### src/rtl/panel_pkg.sv
// Shared definitions for the front-panel switch conditioner: channel indices,
// output FSM states and the fixed issue priority.
package panel_pkg;

    localparam int unsigned NUM_CH = 5;

    typedef logic [2:0]        ch_idx_t;
    typedef logic [NUM_CH-1:0] ch_vec_t;

    localparam ch_idx_t CH_CLEAR = 3'd0;
    localparam ch_idx_t CH_RUN   = 3'd1;
    localparam ch_idx_t CH_HALT  = 3'd2;
    localparam ch_idx_t CH_STEPM = 3'd3;
    localparam ch_idx_t CH_STEPI = 3'd4;

    typedef enum logic [1:0] {
        IDLE,
        PULSE,
        GAP
    } state_t;

    // Element 0 is the highest priority.
    localparam ch_idx_t [NUM_CH-1:0] PRIO_ORDER = {CH_STEPM, CH_STEPI, CH_RUN, CH_HALT, CH_CLEAR};

    function automatic ch_vec_t prio_pick(input ch_vec_t req);
        ch_vec_t grant;
        logic    found;
        grant = '0;
        found = 1'b0;
        for (int unsigned i = 0; i < NUM_CH; i++) begin
            if (!found && req[PRIO_ORDER[3'(i)]]) begin
                grant[PRIO_ORDER[3'(i)]] = 1'b1;
                found = 1'b1;
            end
        end
        return grant;
    endfunction

endpackage

### src/rtl/panel_switch_ctrl_if.sv
// Panel-switch pulse bundle between the switch conditioner and the CPU.
interface panel_switch_ctrl_if;

    logic sw_CLEAR;
    logic sw_RUN;
    logic sw_HALT;
    logic sw_STEPM;
    logic sw_STEPI;
    logic busy;

    modport master (output sw_CLEAR, sw_RUN, sw_HALT, sw_STEPM, sw_STEPI, busy);
    modport slave  (input  sw_CLEAR, sw_RUN, sw_HALT, sw_STEPM, sw_STEPI, busy);

endinterface

### src/rtl/panel_debounce.sv
// One button channel: 2-flop synchroniser, stability counter, and a one-cycle
// press event on each rising edge of the debounced level.
module panel_debounce #(
    parameter int unsigned DEBOUNCE_CYCLES = 1000
) (
    input  logic clk,
    input  logic rst_n,
    input  logic raw,
    output logic press
);

    localparam int unsigned CNT_W = $clog2(DEBOUNCE_CYCLES + 1);

    logic [1:0]       sync;
    logic             level;
    logic [CNT_W-1:0] cnt;

    always_ff @(posedge clk) begin
        if (!rst_n) begin
            sync  <= '0;
            level <= 1'b0;
            cnt   <= '0;
            press <= 1'b0;
        end else begin
            sync  <= {sync[0], raw};
            press <= 1'b0;
            if (sync[1] == level) begin
                cnt <= '0;
            // Toggle on the sample that would bring the count to DEBOUNCE_CYCLES.
            end else if (cnt == CNT_W'(DEBOUNCE_CYCLES - 1)) begin
                cnt   <= '0;
                level <= ~level;
                press <= ~level;
            end else begin
                cnt <= cnt + CNT_W'(1);
            end
        end
    end

endmodule

### src/rtl/panel_switch_ctrl.sv
// Front-panel switch conditioner: debounces five buttons and issues one
// fixed-width, serialised pulse per press, with CLEAR pre-empting the rest.
module panel_switch_ctrl
    import panel_pkg::*;
#(
    parameter int unsigned DEBOUNCE_CYCLES = 1000,
    parameter int unsigned PULSE_CYCLES    = 3,
    parameter int unsigned CLEAR_CYCLES    = 25,
    parameter int unsigned GAP_CYCLES      = 2
) (
    input  logic                SYSCLK,
    input  logic                RESETN,
    input  logic                btn_CLEAR,
    input  logic                btn_RUN,
    input  logic                btn_HALT,
    input  logic                btn_STEPM,
    input  logic                btn_STEPI,
    panel_switch_ctrl_if.master sw
);

    localparam int unsigned MAX_A   = (CLEAR_CYCLES > PULSE_CYCLES) ? CLEAR_CYCLES : PULSE_CYCLES;
    localparam int unsigned MAX_LEN = (MAX_A > GAP_CYCLES) ? MAX_A : GAP_CYCLES;
    localparam int unsigned CNT_W   = $clog2(MAX_LEN + 1);
    localparam ch_vec_t     CLEAR_ONLY = ch_vec_t'(1) << CH_CLEAR;

    ch_vec_t          btn;
    ch_vec_t          press;
    ch_vec_t          pending;
    ch_vec_t          grant;
    ch_vec_t          out;
    state_t           state;
    logic [CNT_W-1:0] cnt;

    assign btn[CH_CLEAR] = btn_CLEAR;
    assign btn[CH_RUN]   = btn_RUN;
    assign btn[CH_HALT]  = btn_HALT;
    assign btn[CH_STEPM] = btn_STEPM;
    assign btn[CH_STEPI] = btn_STEPI;

    for (genvar g = 0; g < NUM_CH; g++) begin : g_ch
        panel_debounce #(
            .DEBOUNCE_CYCLES(DEBOUNCE_CYCLES)
        ) u_db (
            .clk  (SYSCLK),
            .rst_n(RESETN),
            .raw  (btn[g]),
            .press(press[g])
        );
    end

    always_comb grant = prio_pick(pending);

    always_ff @(posedge SYSCLK) begin
        if (!RESETN) begin
            state   <= IDLE;
            out     <= '0;
            pending <= '0;
            cnt     <= '0;
        end else begin
            case (state)
                IDLE: begin
                    if (|pending) begin
                        state   <= PULSE;
                        out     <= grant;
                        cnt     <= grant[CH_CLEAR] ? CNT_W'(CLEAR_CYCLES) : CNT_W'(PULSE_CYCLES);
                        pending <= (pending & ~grant) | press;
                    end else begin
                        pending <= pending | press;
                    end
                end
                PULSE: begin
                    if (press[CH_CLEAR] && !out[CH_CLEAR]) begin
                        out     <= '0;
                        state   <= IDLE;
                        pending <= CLEAR_ONLY;
                    end else begin
                        // While CLEAR is on the wire only another CLEAR may queue.
                        pending <= out[CH_CLEAR] ? (pending | (press & CLEAR_ONLY)) : (pending | press);
                        if (cnt == CNT_W'(1)) begin
                            out   <= '0;
                            cnt   <= CNT_W'(GAP_CYCLES - 1);
                            state <= GAP;
                        end else begin
                            cnt <= cnt - CNT_W'(1);
                        end
                    end
                end
                GAP: begin
                    if (press[CH_CLEAR]) begin
                        state   <= IDLE;
                        pending <= CLEAR_ONLY;
                    end else begin
                        // The IDLE cycle that follows completes the idle gap.
                        pending <= pending | press;
                        if (cnt <= CNT_W'(1)) begin
                            state <= IDLE;
                        end else begin
                            cnt <= cnt - CNT_W'(1);
                        end
                    end
                end
                default: state <= IDLE;
            endcase
        end
    end

    assign sw.sw_CLEAR = out[CH_CLEAR];
    assign sw.sw_RUN   = out[CH_RUN];
    assign sw.sw_HALT  = out[CH_HALT];
    assign sw.sw_STEPM = out[CH_STEPM];
    assign sw.sw_STEPI = out[CH_STEPI];
    assign sw.busy     = (state != IDLE) | (|pending);

endmodule

### src/flat_wrapper.sv
// flat-port wrapper written by rule: the top's interface ports become plain ports
module panel_switch_ctrl_flat import panel_pkg::*;
#(
    parameter int unsigned DEBOUNCE_CYCLES = 1000,
    parameter int unsigned PULSE_CYCLES    = 3,
    parameter int unsigned CLEAR_CYCLES    = 25,
    parameter int unsigned GAP_CYCLES      = 2
)
  (SYSCLK, RESETN, btn_CLEAR, btn_RUN, btn_HALT, btn_STEPM, btn_STEPI, sw_sw_CLEAR, sw_sw_RUN, sw_sw_HALT, sw_sw_STEPM, sw_sw_STEPI, sw_busy);
  panel_switch_ctrl_if sw_i ();
  input  logic SYSCLK;
  input  logic RESETN;
  input  logic btn_CLEAR;
  input  logic btn_RUN;
  input  logic btn_HALT;
  input  logic btn_STEPM;
  input  logic btn_STEPI;
  output wire logic [$bits(sw_i.sw_CLEAR)-1:0] sw_sw_CLEAR;
  output wire logic [$bits(sw_i.sw_RUN)-1:0] sw_sw_RUN;
  output wire logic [$bits(sw_i.sw_HALT)-1:0] sw_sw_HALT;
  output wire logic [$bits(sw_i.sw_STEPM)-1:0] sw_sw_STEPM;
  output wire logic [$bits(sw_i.sw_STEPI)-1:0] sw_sw_STEPI;
  output wire logic [$bits(sw_i.busy)-1:0] sw_busy;
  assign sw_sw_CLEAR = sw_i.sw_CLEAR;
  assign sw_sw_RUN = sw_i.sw_RUN;
  assign sw_sw_HALT = sw_i.sw_HALT;
  assign sw_sw_STEPM = sw_i.sw_STEPM;
  assign sw_sw_STEPI = sw_i.sw_STEPI;
  assign sw_busy = sw_i.busy;
  panel_switch_ctrl #(.DEBOUNCE_CYCLES(DEBOUNCE_CYCLES), .PULSE_CYCLES(PULSE_CYCLES), .CLEAR_CYCLES(CLEAR_CYCLES), .GAP_CYCLES(GAP_CYCLES)) u_core (.SYSCLK(SYSCLK), .RESETN(RESETN), .btn_CLEAR(btn_CLEAR), .btn_RUN(btn_RUN), .btn_HALT(btn_HALT), .btn_STEPM(btn_STEPM), .btn_STEPI(btn_STEPI), .sw(sw_i));
endmodule
### config.mk
export PLATFORM = sky130hd
export DESIGN_NAME = panel_switch_ctrl_flat
export DESIGN_NICKNAME = d
export VERILOG_FILES = /design/src/rtl/panel_pkg.sv /design/src/rtl/panel_switch_ctrl_if.sv /design/src/rtl/panel_debounce.sv /design/src/rtl/panel_switch_ctrl.sv /design/src/flat_wrapper.sv
export SDC_FILE = /design/constraint.sdc
export NUM_CORES = 1
export LEC_CHECK = 0
export CAP_MARGIN = 10
export CORE_ASPECT_RATIO = 2
export CORE_MARGIN = 2
export CORE_UTILIZATION = 40
export CTS_BUF_LIST = sky130_fd_sc_hd__clkbuf_16
export DETAILED_ROUTE_END_ITERATION = 7
export PLACE_DENSITY = 0.58
export SYNTH_ARGS = -nofsm -noshare
export SYNTH_HDL_FRONTEND = slang
export SYNTH_HIERARCHICAL = 1
export SYNTH_SLANG_ARGS = --single-unit
### constraint.sdc
create_clock -name SYSCLK -period 5.1 [get_ports SYSCLK]
set_input_delay 1.02 -clock SYSCLK [delete_from_list [all_inputs] [get_ports SYSCLK]]
set_output_delay 1.02 -clock SYSCLK [all_outputs]
set_load 0.01 [all_outputs]
# [Word level (Yosys, flattened, before mapping)]
# Cells that the tools add are included.
[op_classes] add_sub_neg=6 muxes=30 n_eq_ne=19 n_bitwise=22 magnitude_cmp=1 n_reduce_logical=33
[op_table] op="5-bit two-way mux" count=13
[op_table] op="10-bit by 1-bit adder with 10-bit output (second input constant)" count=5
[op_table] op="10-bit == test (second input constant)" count=5
[op_table] op="5-bit case mux with 3 select lines" count=2
[op_table] op="3-bit OR reduction" count=10
[op_table] op="1-bit inverter" count=16
[op_table] op="2-bit two-way mux" count=5
[op_table] op="5-bit bitwise OR" count=2
[op_table] op="5-bit case mux with 2 select lines" count=1
[op_table] op="2-bit AND reduction" count=5
[op_table] op="1-bit two-way mux" count=8
[op_table] op="2-bit inequality test (second input constant)" count=3
[op_table] op="2-bit case mux with 3 select lines" count=1
[op_table] op="3-bit AND reduction" count=2
[op_table] op="5-bit AND" count=1
[op_table] op="1-bit == test" count=5
[op_table] op="5-bit by 1-bit == test with 1-bit output (second input constant)" count=1
[op_table] op="5-bit by 1-bit <= comparator with 1-bit output (second input constant)" count=1
[op_table] op="1-bit logical AND" count=5
[op_table] op="1-bit zero test" count=5
[op_table] op="5-bit inverter" count=1
[op_table] op="5-bit by 1-bit bitwise OR with 5-bit output" count=1
[op_table] op="5-bit AND reduction" count=1
[op_table] op="5-bit OR reduction" count=1
[op_table] op="other kinds (10)" count=11
[totals] reg_bits=87 word_cells=135 out_inout_bits=6 inputBits=7

# [Depth between registers and ports, before layout]
[depth] word_depth=18 mapped_depth=9 ltp_nobuf=7

# [Hierarchy]
# The synthesis kept the hierarchy.
[by_module_without_submodules] module="panel_debounce" seq_area_each_um2=280.3 area_each_um2=613.1 n_inst=5 cells_per_inst=66
[by_module_without_submodules] module="panel_switch_ctrl" seq_area_each_um2=340.3 area_each_um2=1122.3 n_inst=1 cells_per_inst=141

# [Least setup slack after synthesis]
# No wires, ideal clock.
[synth_timing] path_type="reg2out" start="register u_core.state[0]" end="output port sw_busy" path_slack_ns=3.028 arrival_ns=1.052 t_required_ns=4.080 path_buffers=1 path_stages_with_launch=6 cell_sequence="dfxtp_1 inv_1 ha_1 and3_1 buf_4 inv_2"
[synth_between] elab_chain_cells=2
[synth_rtl] item="start, declared" line_no="panel_switch_ctrl.sv:31" source="state_t state;"
[synth_rtl] item="start signal, assigned" line_no="panel_switch_ctrl.sv:55" source="state <= IDLE;"
[synth_rtl] item="start signal, assigned" line_no="panel_switch_ctrl.sv:63" source="state <= PULSE;"
[synth_rtl] item="start signal, assigned" line_no="panel_switch_ctrl.sv:74" source="state <= IDLE;"
[synth_rtl] item="2-bit nonzero test" line_no="panel_switch_ctrl.sv:112" source="assign sw.busy = (state != IDLE) | (|pending);"
[synth_rtl] item="1-bit bitwise OR" line_no="panel_switch_ctrl.sv:112"
[synth_rtl] item="end, declared" line_no="flat_wrapper.sv:23" source="output wire logic [$bits(sw_i.busy)-1:0] sw_busy;"
# No other way between the ends.

# [Final worst setup path]
# Ends and elaborated chain as after synthesis.

==> flow_results.org <==
** Drt
- Detail-routed net length per standard cell :: 13.9 microns
- The first detailed-routing pass ran for 4 iterations.
- In the routed design, unresolved DRC markers number 0.
- The first routing iteration left 162 violations.
- The detail route stage leaves a number of antenna-violating nets equal to 0.
- Average vias per placed instance :: 5.64
- Via count :: 3,507
- Wires add up to 8.63 mm.

** Place
- The congestion estimate from routability-driven global placement came to 0.820.
- Detailed placement HPWL :: 6.25 mm
- Number of buffer cells added on primary ports :: 12

** Setup path
- Among cell families on the critical path, the largest total delay comes from buffers and inverters.
- On the worst path, the slowest cell contributes a delay of 0.53 ns.
- The worst register-to-register path ends at u_core/cnt[3].
- Critical path class :: reg2out
- Capture point of the worst path :: sw_busy
- FF-to-FF setup slack :: 2.88 ns
- Data arrives at the worst endpoint at 2.01 ns.
- Setup crit start :: u_core/state[0]
- Worst-case reg-to-reg path depth :: 7
- Cell breakdown of the critical path :: inv_1 > ha_1 > and3_1 > inv_2 > clkdlybuf4s50_1
- In this run the critical register-to-register path is launched from u_core/state[1].
- Buf+Inv Stages, Crit Path :: 3
- Maximum fanout count along the critical path :: 7
- The worst setup path is launched from a register.
- Critical path's slowest cell :: clkdlybuf4s50_1
- STA classifies the critical path endpoint as an output pin.
- Data required time of the critical path :: 4.08 ns
- The critical path runs through a total of 5 cells.

** Outcome
- Result of the run :: finished clean

** STA
- Worst clock skew :: 0.00879 ns
- Total negative setup slack :: 0 ns
- The number of pins exceeding their max-slew limit in the final report came to 0.
- At the pin with the least slew margin, the transition time is 0.918 ns.
- The count of endpoints failing hold in the final timing report was 0.
- Dividing the final minimum period by the clock period gives 59.4%.
- Derived from the worst setup path, the maximum achievable clock frequency is 330 MHz.
- Time the final worst path needs with I/O delays and setup :: 3.03 ns
- The tightest hold path in the finished design has a slack of 0.432 ns.
- Relative slew margins :: 38.8%
- Total of endpoints with negative setup slack in the final report :: 0
- Setup repair after global routing missed its margin :: false

** Finish
- The area growth from synthesis to layout is 13.0%.
- After filler insertion, the fill cell instance count of the layout stands at 1,019.
- The sequential cells in the finished layout cover a total of 1740 sq um.
- Antenna Diode Count :: 0
- In the final layout, the multi-input gates occupy 2300 sq um.
- Layout net count :: 501
- Cells with a size suffix above 1 make up 5.95% of the layout.
- Final design utilization :: 46.6%

** CTS
- Once the clock tree was built, the setup fixing pass inserted 0 buffers.
- CTS Root Cell :: clkbuf_16
- Count of H-tree levels built during CTS :: 3
- Total of hold buffers inserted after clock tree synthesis :: 0
- TritonCTS built the clock tree.
- Insertion delay to the later sink of the worst-skew pair :: 0.34 ns
- Quantity of gates resized following cts :: 0
- The longest clock path from root to sink contains 2 buffers.
- Clock-pin slew was measured on the worst setup and hold paths at 0.06 ns.
- Clock buffers created by TritonCTS :: 9
- Clock sink count :: 87

** Yosys
- After synthesis the cells add up to 4190 sq um.
- Counting every net in the synthesized netlist gives 490.
- Each instance of the synthesized netlist takes up on average 8.89 sq um.
- Share of the synthesized area in the top cell type :: 41.6%
- Of all cell types, the one taking the most synthesized area is dfxtp_1.
- The netlist uses 53 different library cells.
- Sequential share of the synthesized area :: 41.6%
- Number of flops mapped to enable cells by yosys :: 0
- After synthesis, the cell types taking the most area are dfxtp_1, ha_1, nand2_1, and2_1, nand3_1.
- Yosys reg bits :: 87
- Most used standard cell by instance count after synthesis :: dfxtp_1
- Leading post-synthesis cells by instance count :: dfxtp_1, nand2_1, nor2_1, nand3_1
- Share of flip-flops with an asynchronous set or reset :: 0%
- YS warnings :: 6
- Synthesis handed over a netlist of 471 instances.
- Main synth FF type :: dfxtp_1

** Global route
- Number of antenna violations at the first check in global routing :: 0
- The number of global-route vias before repair was 3,283.
- Maximum number of pins on one net before global-route repair :: 57
- Summed over all layers, the global routing overflow is 0.
- For this run, global-route usage on met2 was measured as 29.3%.
- Wire length of the first global-routing pass :: 14.5 mm
- Across every metal layer, demand over resource in global routing totals 15.6%.
- Global routing consumed, on the met3 layer, 3.28% of the routing resources.
- GR peak layer :: met2
- GR Layer Usage met1 :: 16.0%

** Floorplan
- Initial cell density of the core :: 41.3%
- Measured along the x axis, the die boundary spans 76.4 microns.
- The floorplan step defined a die boundary enclosing 11,400 sq um.
- Core footprint :: 10,100 sq um
- Number of top-level pins :: 13
- In this run the vertical extent of the chip is 149 microns.
- The floorplan has 52 rows.

** Power
- Static Leak :: 1.53 nW
- Largest voltage drop on the vdd net :: 0.148 mV
- Power per cell area :: 298 nW/um^2

** Hold path
- Path type of the worst min-delay path :: reg2reg

** Run
- The tool flagged a number of max-cap violations equal to 0.
sequential cells by signal (all words and copies together) (netlist names):
name and count:
u_core/g_ch.u_db/press 5, u_core/state 2, u_core/pending 5, u_core/g_ch.u_db/cnt 50
u_core/g_ch.u_db/sync 10, u_core/g_ch.u_db/level 5, u_core/cnt 5, u_core/out 5
how the worst min path moves through the flow:
stage / to / slack, ns / start / cells past startpoint
2_1_floorplan: u_core/g_ch[0].u_db/sync[1] / 0.41 / u_core/g_ch[0].u_db/sync[0] / 1
3_3_place_gp: u_core/g_ch[0].u_db/sync[1] / 0.42 / u_core/g_ch[0].u_db/sync[0] / 1
3_5_place_dp: u_core/g_ch[2].u_db/sync[1] / 0.42 / u_core/g_ch[2].u_db/sync[0] / 1
4_1_cts: u_core/g_ch[2].u_db/sync[1] / 0.44 / u_core/g_ch[2].u_db/sync[0] / 1
5_1_grt: u_core/g_ch[2].u_db/sync[1] / 0.45 / u_core/g_ch[2].u_db/sync[0] / 1
6_report: u_core/g_ch[2].u_db/sync[1] / 0.43 / u_core/g_ch[2].u_db/sync[0] / 1
per-layer routing:
layer,part of all wire [%],vias to the layer above
met5,0,-
met4,3.1,0
met3,2.5,22
met2,54,63
met1,41,1640
li1,-,1782
placed cells by master, fill, tap and decap left out, types with 4 or more instances in the layout:
| cell type | netlist | final |
|---|---|---|
| nor2_1 | 31 | 31 |
| a311oi_1 | 10 | 10 |
| a21boi_0 | 5 | 5 |
| o311ai_2 | 5 | 5 |
| dfxtp_1 | 87 | 87 |
| o211ai_1 | 8 | 8 |
| a21oi_1 | 18 | 18 |
| clkbuf_16 | 0 | 9 |
| xnor2_1 | 10 | 10 |
| a31oi_1 | 17 | 17 |
| inv_1 | 21 | 22 |
| and4_1 | 5 | 5 |
| nor2b_1 | 4 | 4 |
| and3_1 | 8 | 8 |
| ha_1 | 12 | 12 |
| o21ai_1 | 6 | 6 |
| a32o_1 | 6 | 6 |
| a21boi_1 | 4 | 4 |
| nand4bb_1 | 6 | 6 |
| or3_1 | 10 | 10 |
| nand4_1 | 16 | 16 |
| nand2_1 | 39 | 39 |
| xor2_1 | 10 | 10 |
| clkdlybuf4s50_1 | 0 | 11 |
| nor3_1 | 11 | 11 |
| nand3_1 | 27 | 27 |
| o31ai_1 | 6 | 6 |
| and4bb_1 | 5 | 5 |
| o21ai_0 | 22 | 22 |
| and2_1 | 22 | 22 |
where the power goes:
group | switching (mW) | leakage, nW | internal [mW]
logic | 0.0130 | 0.665 | 0.00937
clock network | 0.271 | 0.157 | 0.431
registers | 0.00306 | 0.703 | 0.684
cell families (layout without fill, tap and decap cells):
kind of cell,count (synthesis),count (layout),share of synthesized area (%)
compound gates,121,121,20.8
xor+xnor,20,20,4.18
fa+ha+maj,12,12,3.59
buf+inv,34,50,3.47
flops,87,87,41.6
mux,1,1,0.239
simple gates,196,196,26.1
layout make-up:
class,count,share of cell area (%)
Inverter,22,1.75
Sequential cell,87,36.8
Multi-Input combinational cell,350,48.6
Clock inverter,7,2.06
Tap cell,135,3.57
Timing Repair Buffer,12,2.43
Clock buffer,9,4.76
through the flow:
stage / total power [mW] / setup slack (ns) / cells / instance area (sq um)
after floorplan: 0.714 / 3.03 / 471 / 4190
after global placement: 0.725 / 2.49 / 606 / 4410
after detailed placement: 0.726 / 2.43 / 606 / 4410
after CTS: 1.43 / 2.06 / 622 / 4730
after global routing: 1.47 / 1.96 / 622 / 4730
final: 1.41 / 2.07 / 622 / 4730
No activity file was read; power rests on OpenSTA's default activity.
